`src/rtl/uart_rx.sv`:
```
// uart_rx: memory-mapped 8N1 UART receiver with receive FIFO and sticky error flags.
// Define UART_RX_PARITY_EN to expect one even-parity bit between data and stop.
module uart_rx #(
    parameter int BAUD_DIV   = 868,
    parameter int FIFO_DEPTH = 8
) (
    input  logic        clk,
    input  logic        resetn,
    input  logic        enable,
    input  logic        mem_valid,
    input  logic        mem_instr,
    input  logic [3:0]  mem_wstrb,
    input  logic [31:0] mem_wdata,
    input  logic [31:0] mem_addr,
    output logic        mem_ready,
    output logic [31:0] mem_rdata,
    input  logic        serialIn
);
    localparam int CW = $clog2(BAUD_DIV + 1);
    localparam int AW = $clog2(FIFO_DEPTH);
    localparam logic [CW-1:0] HALF = CW'(BAUD_DIV / 2);
    localparam logic [CW-1:0] FULL_CNT = CW'(BAUD_DIV);

    typedef enum logic [2:0] {HUNT, IDLE, START, DATA, STOP
`ifdef UART_RX_PARITY_EN
        , PARITY
`endif
    } state_t;

`ifdef UART_RX_PARITY_EN
    localparam state_t AFTER_DATA = PARITY;
`else
    localparam state_t AFTER_DATA = STOP;
`endif

    logic          s1, rxs;
    state_t        state, state_n;
    logic [CW-1:0] cnt, cnt_n;
    logic [7:0]    sh, sh_n;
    logic [2:0]    bitn, bit_n;
    logic          bad, bad_n, push_q, push_n, ferr_set, perr_set, tick;
    logic [7:0]    fifo_mem [FIFO_DEPTH];
    logic [AW:0]   wp, rp;
    logic          empty, full, acc, rd, rd_data, rd_stat, pop, do_push, ovr_set;
    logic          ovr, ferr, perr;
    logic [31:0]   status;
    logic          unused_ok;

    assign unused_ok = ^{mem_instr, mem_wdata, mem_addr[31:3], mem_addr[1:0]};

    always_ff @(posedge clk or negedge resetn)
        if (!resetn) {s1, rxs} <= 2'b11;
        else         {s1, rxs} <= {serialIn, s1};

    assign tick = cnt == CW'(1);

    always_ff @(posedge clk or negedge resetn)
        if (!resetn) begin
            state  <= HUNT;
            cnt    <= '0;
            sh     <= '0;
            bitn   <= '0;
            bad    <= 1'b0;
            push_q <= 1'b0;
        end else begin
            state  <= state_n;
            cnt    <= cnt_n;
            sh     <= sh_n;
            bitn   <= bit_n;
            bad    <= bad_n;
            push_q <= push_n;
        end

    // Every bit decision is taken at counter expiry, i.e. mid-bit
    always_comb begin
        state_n  = state;
        cnt_n    = tick ? FULL_CNT : cnt - 1'b1;
        sh_n     = sh;
        bit_n    = bitn;
        bad_n    = bad;
        push_n   = 1'b0;
        ferr_set = 1'b0;
        perr_set = 1'b0;
        case (state)
            HUNT:  state_n = rxs ? IDLE : HUNT;
            IDLE:  if (!rxs) begin
                state_n = START;
                cnt_n   = HALF;
                bit_n   = '0;
                bad_n   = 1'b0;
            end
            START: if (tick) state_n = rxs ? IDLE : DATA;
            DATA:  if (tick) begin
                sh_n    = {rxs, sh[7:1]};
                bit_n   = bitn + 1'b1;
                state_n = (bitn == 3'd7) ? AFTER_DATA : DATA;
            end
`ifdef UART_RX_PARITY_EN
            PARITY: if (tick) begin
                perr_set = rxs != ^sh;
                bad_n    = rxs != ^sh;
                state_n  = STOP;
            end
`endif
            STOP:  if (tick) begin
                push_n   = rxs & ~bad;
                ferr_set = ~rxs;
                state_n  = rxs ? IDLE : HUNT;
            end
            default: state_n = HUNT;
        endcase
    end

    assign empty   = wp == rp;
    assign full    = (wp[AW] != rp[AW]) && (wp[AW-1:0] == rp[AW-1:0]);
    assign acc     = enable & mem_valid & ~mem_ready;
    assign rd      = acc & ~|mem_wstrb;
    assign rd_data = rd & ~mem_addr[2];
    assign rd_stat = rd & mem_addr[2];
    assign pop     = rd_data & ~empty;
    // A pop in the same cycle frees the slot, so a full FIFO still accepts the byte
    assign do_push = push_q & (~full | pop);
    assign ovr_set = push_q & full & ~pop;
    assign status  = {27'b0, perr, ferr, ovr, full, ~empty};

    always_ff @(posedge clk)
        if (do_push) fifo_mem[wp[AW-1:0]] <= sh;

    always_ff @(posedge clk or negedge resetn)
        if (!resetn) begin
            mem_ready <= 1'b0;
            mem_rdata <= '0;
            wp        <= '0;
            rp        <= '0;
            ovr       <= 1'b0;
            ferr      <= 1'b0;
            perr      <= 1'b0;
        end else begin
            mem_ready <= acc;
            mem_rdata <= pop ? {24'b0, fifo_mem[rp[AW-1:0]]} : rd_stat ? status : '0;
            wp        <= wp + (AW+1)'(do_push);
            rp        <= rp + (AW+1)'(pop);
            ovr       <= ovr_set | (ovr & ~rd_stat);
            ferr      <= ferr_set | (ferr & ~rd_stat);
            perr      <= perr_set | (perr & ~rd_stat);
        end
endmodule

```
`config.mk`:
```
export PLATFORM = sky130hd
export DESIGN_NAME = uart_rx
export DESIGN_NICKNAME = d
export VERILOG_FILES = /design/src/rtl/uart_rx.sv
export SDC_FILE = /design/constraint.sdc
export NUM_CORES = 1
export LEC_CHECK = 0
export ABC_AREA = 1
export BUFFER_PORTS_ARGS = -buffer_cell sky130_fd_sc_hd__buf_4
export CAP_MARGIN = 20
export CORE_MARGIN = 5
export CORE_UTILIZATION = 54
export CTS_CLUSTER_SIZE = 12
export DETAILED_ROUTE_END_ITERATION = 8
export MAX_ROUTING_LAYER = met4
export PLACE_DENSITY_LB_ADDON = 0.25
export SETUP_SLACK_MARGIN = 0.5
export SLEW_MARGIN = 25
export SYNTH_ARGS = -nofsm -noshare
export SYNTH_HDL_FRONTEND = slang
export SYNTH_SLANG_ARGS = --single-unit
```
`constraint.sdc`:
```
create_clock -name clk -period 2.45 [get_ports clk]
set_input_delay 0 -clock clk [delete_from_list [all_inputs] [get_ports clk]]
set_output_delay 0 -clock clk [all_outputs]
set_load 0.02 [all_outputs]
```
* Yosys cells after proc, flatten, opt, wreduce, memory -nomap -nowiden
Memory sizes are Yosys's and may differ from the RTL's.
Cells that the tools add are included.
** Storage, ports and cells
- Output and inout port bits :: 33
- Memories kept :: 1
- Word-level logic and storage cells :: 84
- Input port bits :: 74
- Bits in writable memories :: 64
- Flip-flop bits (word level) :: 47
** Operators by class
- Bitwise gates (word level) :: 22
- Reductions and logical operators :: 8
- Muxes and demuxes :: 22
- Add/subtract/negate cells :: 4
- Equality and inequality tests :: 13
** Memory list
- fifo_mem :: depth 8, width 8, rd ports 1, clocked after Yosys merged registers in 0, write ports 1, line 42 : logic [7:0] fifo_mem [FIFO_DEPTH];
** Operators with widths (number)
- 10-bit 2-to-1 mux :: 3
- 3-bit 2-to-1 mux :: 7
- 3-bit case mux with 5 select lines :: 1
- 1-bit bitwise AND :: 12
- 10-bit by 1-bit equality test with 1-bit output (second input constant) :: 1
- 10-bit by 1-bit subtractor with 10-bit output (second input constant) :: 1
- 4-bit by 1-bit adder with 4-bit output :: 2
- 8-bit 2-to-1 mux :: 1
- 2-bit inequality test (second input constant) :: 4
- 1-bit 2-to-1 mux :: 7
- 1-bit inverter :: 7
- 3-bit by 2-bit equality test with 1-bit output (second input constant) :: 2
- 3-bit equality test (second input constant) :: 2
- 3-bit case mux with 2 select lines :: 1
- 5-bit 2-to-1 mux :: 1
- 4-bit equality test :: 1
- 4-bit AND reduction :: 1
- 4-bit OR reduction :: 1
- 3-bit by 1-bit adder with 3-bit output (second input constant) :: 1
- 3-bit by 1-bit equality test with 1-bit output (second input constant) :: 1
- 3-bit equality test :: 1
- 3-bit logical NOT :: 1
- 1-bit OR :: 3
- 3-bit AND reduction :: 1
- 6 further kinds :: 6

* Logic depth before layout (Yosys ltp)
- Depth in word-level cells :: 9
- Mapped depth :: 11
- Gate-level depth less buffers :: 10

* Worst setup path before layout
Ideal clock, no wire load.
- Path kind :: reg-to-reg
- Start :: reg mem_ready
- End :: mem fifo_mem[6][0] (enable)
- Data required time :: 2080 ps
- Data arrival time :: 1419 ps
- Clock period less this slack :: 1790 ps
- Slack :: 660 ps
- Cell stages (with the launch flop) :: 6
- Library setup time :: 370 ps
- Path buffers :: 0
- Cells stage by stage :: dfrtp_1 > nor2_2 > nand3_1 > nor2_1 > o21bai_4 > nor2_1
** Between the ends
- Word-level cells in the longest chain between the ends :: 9
** RTL lines
- start, declared :: line 15 : output logic mem_ready,
- start signal, assigned :: line 131 : mem_ready <= 1'b0;
- start signal, assigned :: line 139 : mem_ready <= acc;
- 1-bit inverter :: line 116 : assign acc = enable & mem_valid & ~mem_ready;
- 1-bit bitwise AND :: line 116
- named net acc :: line 44 : logic empty, full, acc, rd, rd_data, rd_stat, pop, do_push, ovr_set;
- 1-bit bitwise AND :: line 117 : assign rd = acc & ~|mem_wstrb;
- 1-bit bitwise AND :: line 118 : assign rd_data = rd & ~mem_addr[2];
- 1-bit bitwise AND :: line 120 : assign pop = rd_data & ~empty;
- 1-bit OR :: line 122 : assign do_push = push_q & (~full | pop);
- 1-bit bitwise AND :: line 122
- 1-bit 2-to-1 mux :: line 127 : if (do_push) fifo_mem[wp[AW-1:0]] <= sh;
- 1-bit 2-to-1 mux (not written as such) :: line 127
- end, declared :: line 42
The timed path passes the listed nets, and every way through them passes these cells.

* Final worst setup path
- Start :: reg rp[0]
- End :: mem fifo_mem[0][1] (enable)
** Between the ends
- Word-level cells in the longest chain between the ends :: 7
- Elaborated cells on any way between the ends :: 10
- Those cells by class :: eq/ne: 2; mux: 2; bitwise: 5; reduce/logical: 1
** RTL lines
- start, declared :: line 43 : logic [AW:0] wp, rp;
- start signal, assigned :: line 142 : rp <= rp + (AW+1)'(pop);
- 4-bit equality test or 3-bit equality test (tied branches) :: line 114, 115
- 1-bit inverter or 1-bit logical AND (tied branches) :: line 120, 115
- 1-bit bitwise AND or 1-bit inverter (tied branches) :: line 120, 122
- 1-bit OR (*) :: line 122
- 1-bit bitwise AND (*) :: line 122
- 1-bit 2-to-1 mux (*) :: line 127
- 1-bit 2-to-1 mux (not written as such) (*) :: line 127
Mark *: on every way between the ends. The rest lies on a longest branch, timed or not.

==> results.txt <==
chip height - 107 um
combinational share of power - 0.139
CTS Buf Count - 9
number of cells on the critical path - 8
initial antenna violation count - 0
worst skew pair latency - 0.37 ns
Filler cells - 749
FFs w/ async S/R, synth - 0.423
total grt overflow - 0
total power - 3.59 mW
setup TNS - 0 ns
layout cells sized above 1 - 0.139
Distinct cells, synth - 32
Internal Dissipation - 2.59 mW
last element of the critical path - fifo_mem[0][1]$_DFFE_PP_
HP Class - in -> reg
vias per inst - 4.97
Sw Share - 0.280
final cell count without fillers - 664
Starting Density - 0.550
DR vias - 3303
most common cell after layout, fill and taps aside - nand2_1
Fin Clk Skew - 0.0173 ns
FP Rows - 35
Placed Instances - 641
largest net degree at the start of global routing - 48
# DRC - 0
n_diodes - 0
Mapped Area - 5030 um^2
TritonCTS clock tree - built
Net count, final - 630
Worst slew margin - 0.590
post-detail-place hpwl - 6200 um
RSZ-0062 raised after global routing - no
Synth Instances - 511
CTS Buffer Depth - 2
crit path DAT - 1.95 ns
drt initial violations - 154
VDD IR-drop max - 0.525 mV
Sw Pwr - 1.00 mW
Cell Chain, Critical Path - clkinv_2, nand2_1, nand2_1, nand4_1, o21bai_4, buf_4, nor2_1, buf_4
Crit Path Max Fanout - 9
fmax - 535 MHz
Most used DFF post-synth - edfxtp_1
Slew Viols, Final - 0
flop2flop setup slack - 0.58 ns
PwrDens - 655 nW/um^2
Buffers & Inverters on Critical Path - 3
post-layout min period - 1.87 ns
WL per Instance - 14.3 um
Post-Route WL - 9510 um
TritonCTS Sinks - 111
Critical Path Start Type - flip-flop
sequential-to-total area share from yosys stat - 0.616
Crit Reg-Reg Startpoint - rp[0]$_DFF_PN0_
final hold violations - 0
Worst-Margin Slew - 0.616 ns
Worst Setup Path Type - reg -> reg
Req. time, crit path - 2.54 ns
CP top delay family - flip-flops
GRT Resource Usage Total - 0.185
fin crit share - 0.763
vias in the first global route - 3331
RR Endpoint - fifo_mem[0][1]$_DFFE_PP_
io pins - 107
Routed Antenna Nets - 0
Die X - 107 um
core area - 9150 um^2
syn_area_per_cell - 9.85 um^2
RD Place Congestion - 0.809
worst r2r path cells - 8
Finished Core Util - 0.599
Yosys reg bits - 111
area of the multi-input gates - 1590 um^2
Root Buffer - clkbuf_8
Setup crit end kind - flip-flop
Flop pwr share - 0.588
Lkg Pwr - 2.64 nW
H-tree Lvls - 3
area grow syn2layout - 8.95%
first-pass GRT wire length - 15800 um
Clk network pwr share - 0.272
Slowest-stage cell, CP - dfrtp_1
die area - 11300 um^2
Sequential Area - 3100 um^2
max-cap violations - 0
DRT Pass-1 Iters - 5
largest stage delay on the critical path - 0.57 ns
start point of the critical path - rp[0]$_DFF_PN0_
outcome - completed
Final setup viols - 0
clock-pin slew on the worst setup and hold paths - 0.11 ns
Post-synth EDFFs - 64
commonest non-fill, non-tap cells in the layout - nand2_1, edfxtp_1, nor2_1
synth warn - 0
port buffer count - 18
[metal layers]
layer | vias to the layer above | global-route usage | wire length (um)
met3 | 11 | 0.0267 | 376
li1 | 1664 | - | -
met5 | - | - | 0
met2 | 81 | 0.323 | 4850
met4 | 0 | 0.0694 | 188
met1 | 1547 | 0.219 | 4100
[cell families after synthesis]
family | Yosys count | synth area share
XOR/XNOR | 9 | 0.0157
other | 1 | 0.000745
AO/OA/AOI/OAI | 36 | 0.0418
buffers and inverters | 81 | 0.0848
flip-flops | 111 | 0.616
adder cells (fa/ha/maj) | 8 | 0.0199
AND/OR/NAND/NOR | 265 | 0.221
[how the worst min path moves through the flow]
stage                                to  cells past startpoint  slack, ns    startpoint
detailed placement       perr$_DFF_PN0_                      1       0.05        resetn
global placement         perr$_DFF_PN0_                      1       0.05        resetn
floorplan           bitn[0]$_DFFE_PN0P_                      0      -0.30        resetn
CTS                      perr$_DFF_PN0_                      5       0.05  mem_wstrb[2]
global route             perr$_DFF_PN0_                      5       0.11  mem_wstrb[2]
finish                   perr$_DFF_PN0_                      5       0.05  mem_wstrb[2]
[tightest hold or removal path, stage by stage]
cell     delay [ns]
buf_4          0.08
nor2_1         0.03
nand3_1        0.12
nor2_2         0.09
nor2_1         0.08
[final cells by class]
type	count	area share
Clock buffer	9	0.0226
Clock inverter	7	0.00867
Multi-Input combinational cell	342	0.290
Timing Repair Buffer	40	0.0571
Tap cell	111	0.0253
Sequential cell	111	0.566
Inverter	44	0.0304
[sequential cells by signal (all words and copies together), names as in the netlist, 3 cells and up]
signal and flops:
fifo_mem 64, cnt 10, mem_rdata 8, sh 8, rp 4, wp 4
bitn 3, state 3
[Yosys cell counts, types with 2 or more instances]
library cell | count | area share
a21oi_1 | 2 | 0.0020
buf_2 | 7 | 0.0070
buf_4 | 28 | 0.042
dfrtp_1 | 45 | 0.22
dfstp_2 | 2 | 0.010
edfxtp_1 | 64 | 0.38
ha_1 | 8 | 0.020
inv_1 | 38 | 0.028
inv_2 | 5 | 0.0037
nand2_1 | 156 | 0.12
nand2_2 | 3 | 0.0037
nand3_1 | 35 | 0.035
nor2_1 | 58 | 0.043
nor2_2 | 5 | 0.0062
o21ai_0 | 28 | 0.028
o21ai_2 | 4 | 0.0070
xnor2_1 | 2 | 0.0035
xor2_1 | 7 | 0.012
[per-stage QoR]
step | setup slack, ns | instance area, um^2 | hold WS (ns)
finish | 0.581 | 5480 | 0.0481
global route | 0.496 | 5480 | 0.107
CTS | 0.563 | 5470 | 0.0460
detailed placement | 0.483 | 5240 | 0.0542
global placement | 0.520 | 5240 | 0.0464
floorplan | 0.660 | 5120 | -0.296
[power groups by stage]
| stage | registers, mW | clock network (mW) | logic (mW) |
|---|---|---|---|
| floorplan | 2.14 | 0 | 0.419 |
| detailed placement | 2.15 | 0 | 0.495 |
| global placement | 2.15 | 0 | 0.473 |
| CTS | 2.11 | 0.998 | 0.504 |
| finish | 2.11 | 0.978 | 0.501 |
| global route | 2.13 | 1.09 | 0.571 |
[repair_timing]
action                                  in CTS  in global routing
hold buffers                                 5                  0
buffers inserted                             1                  1
hold endpoints to repair                    48                  0
pin swaps                                    1                  1
endpoints found under the setup margin       1                 53
gates resized for setup                      0                  1
No activity file was read; power rests on OpenSTA's default activity.
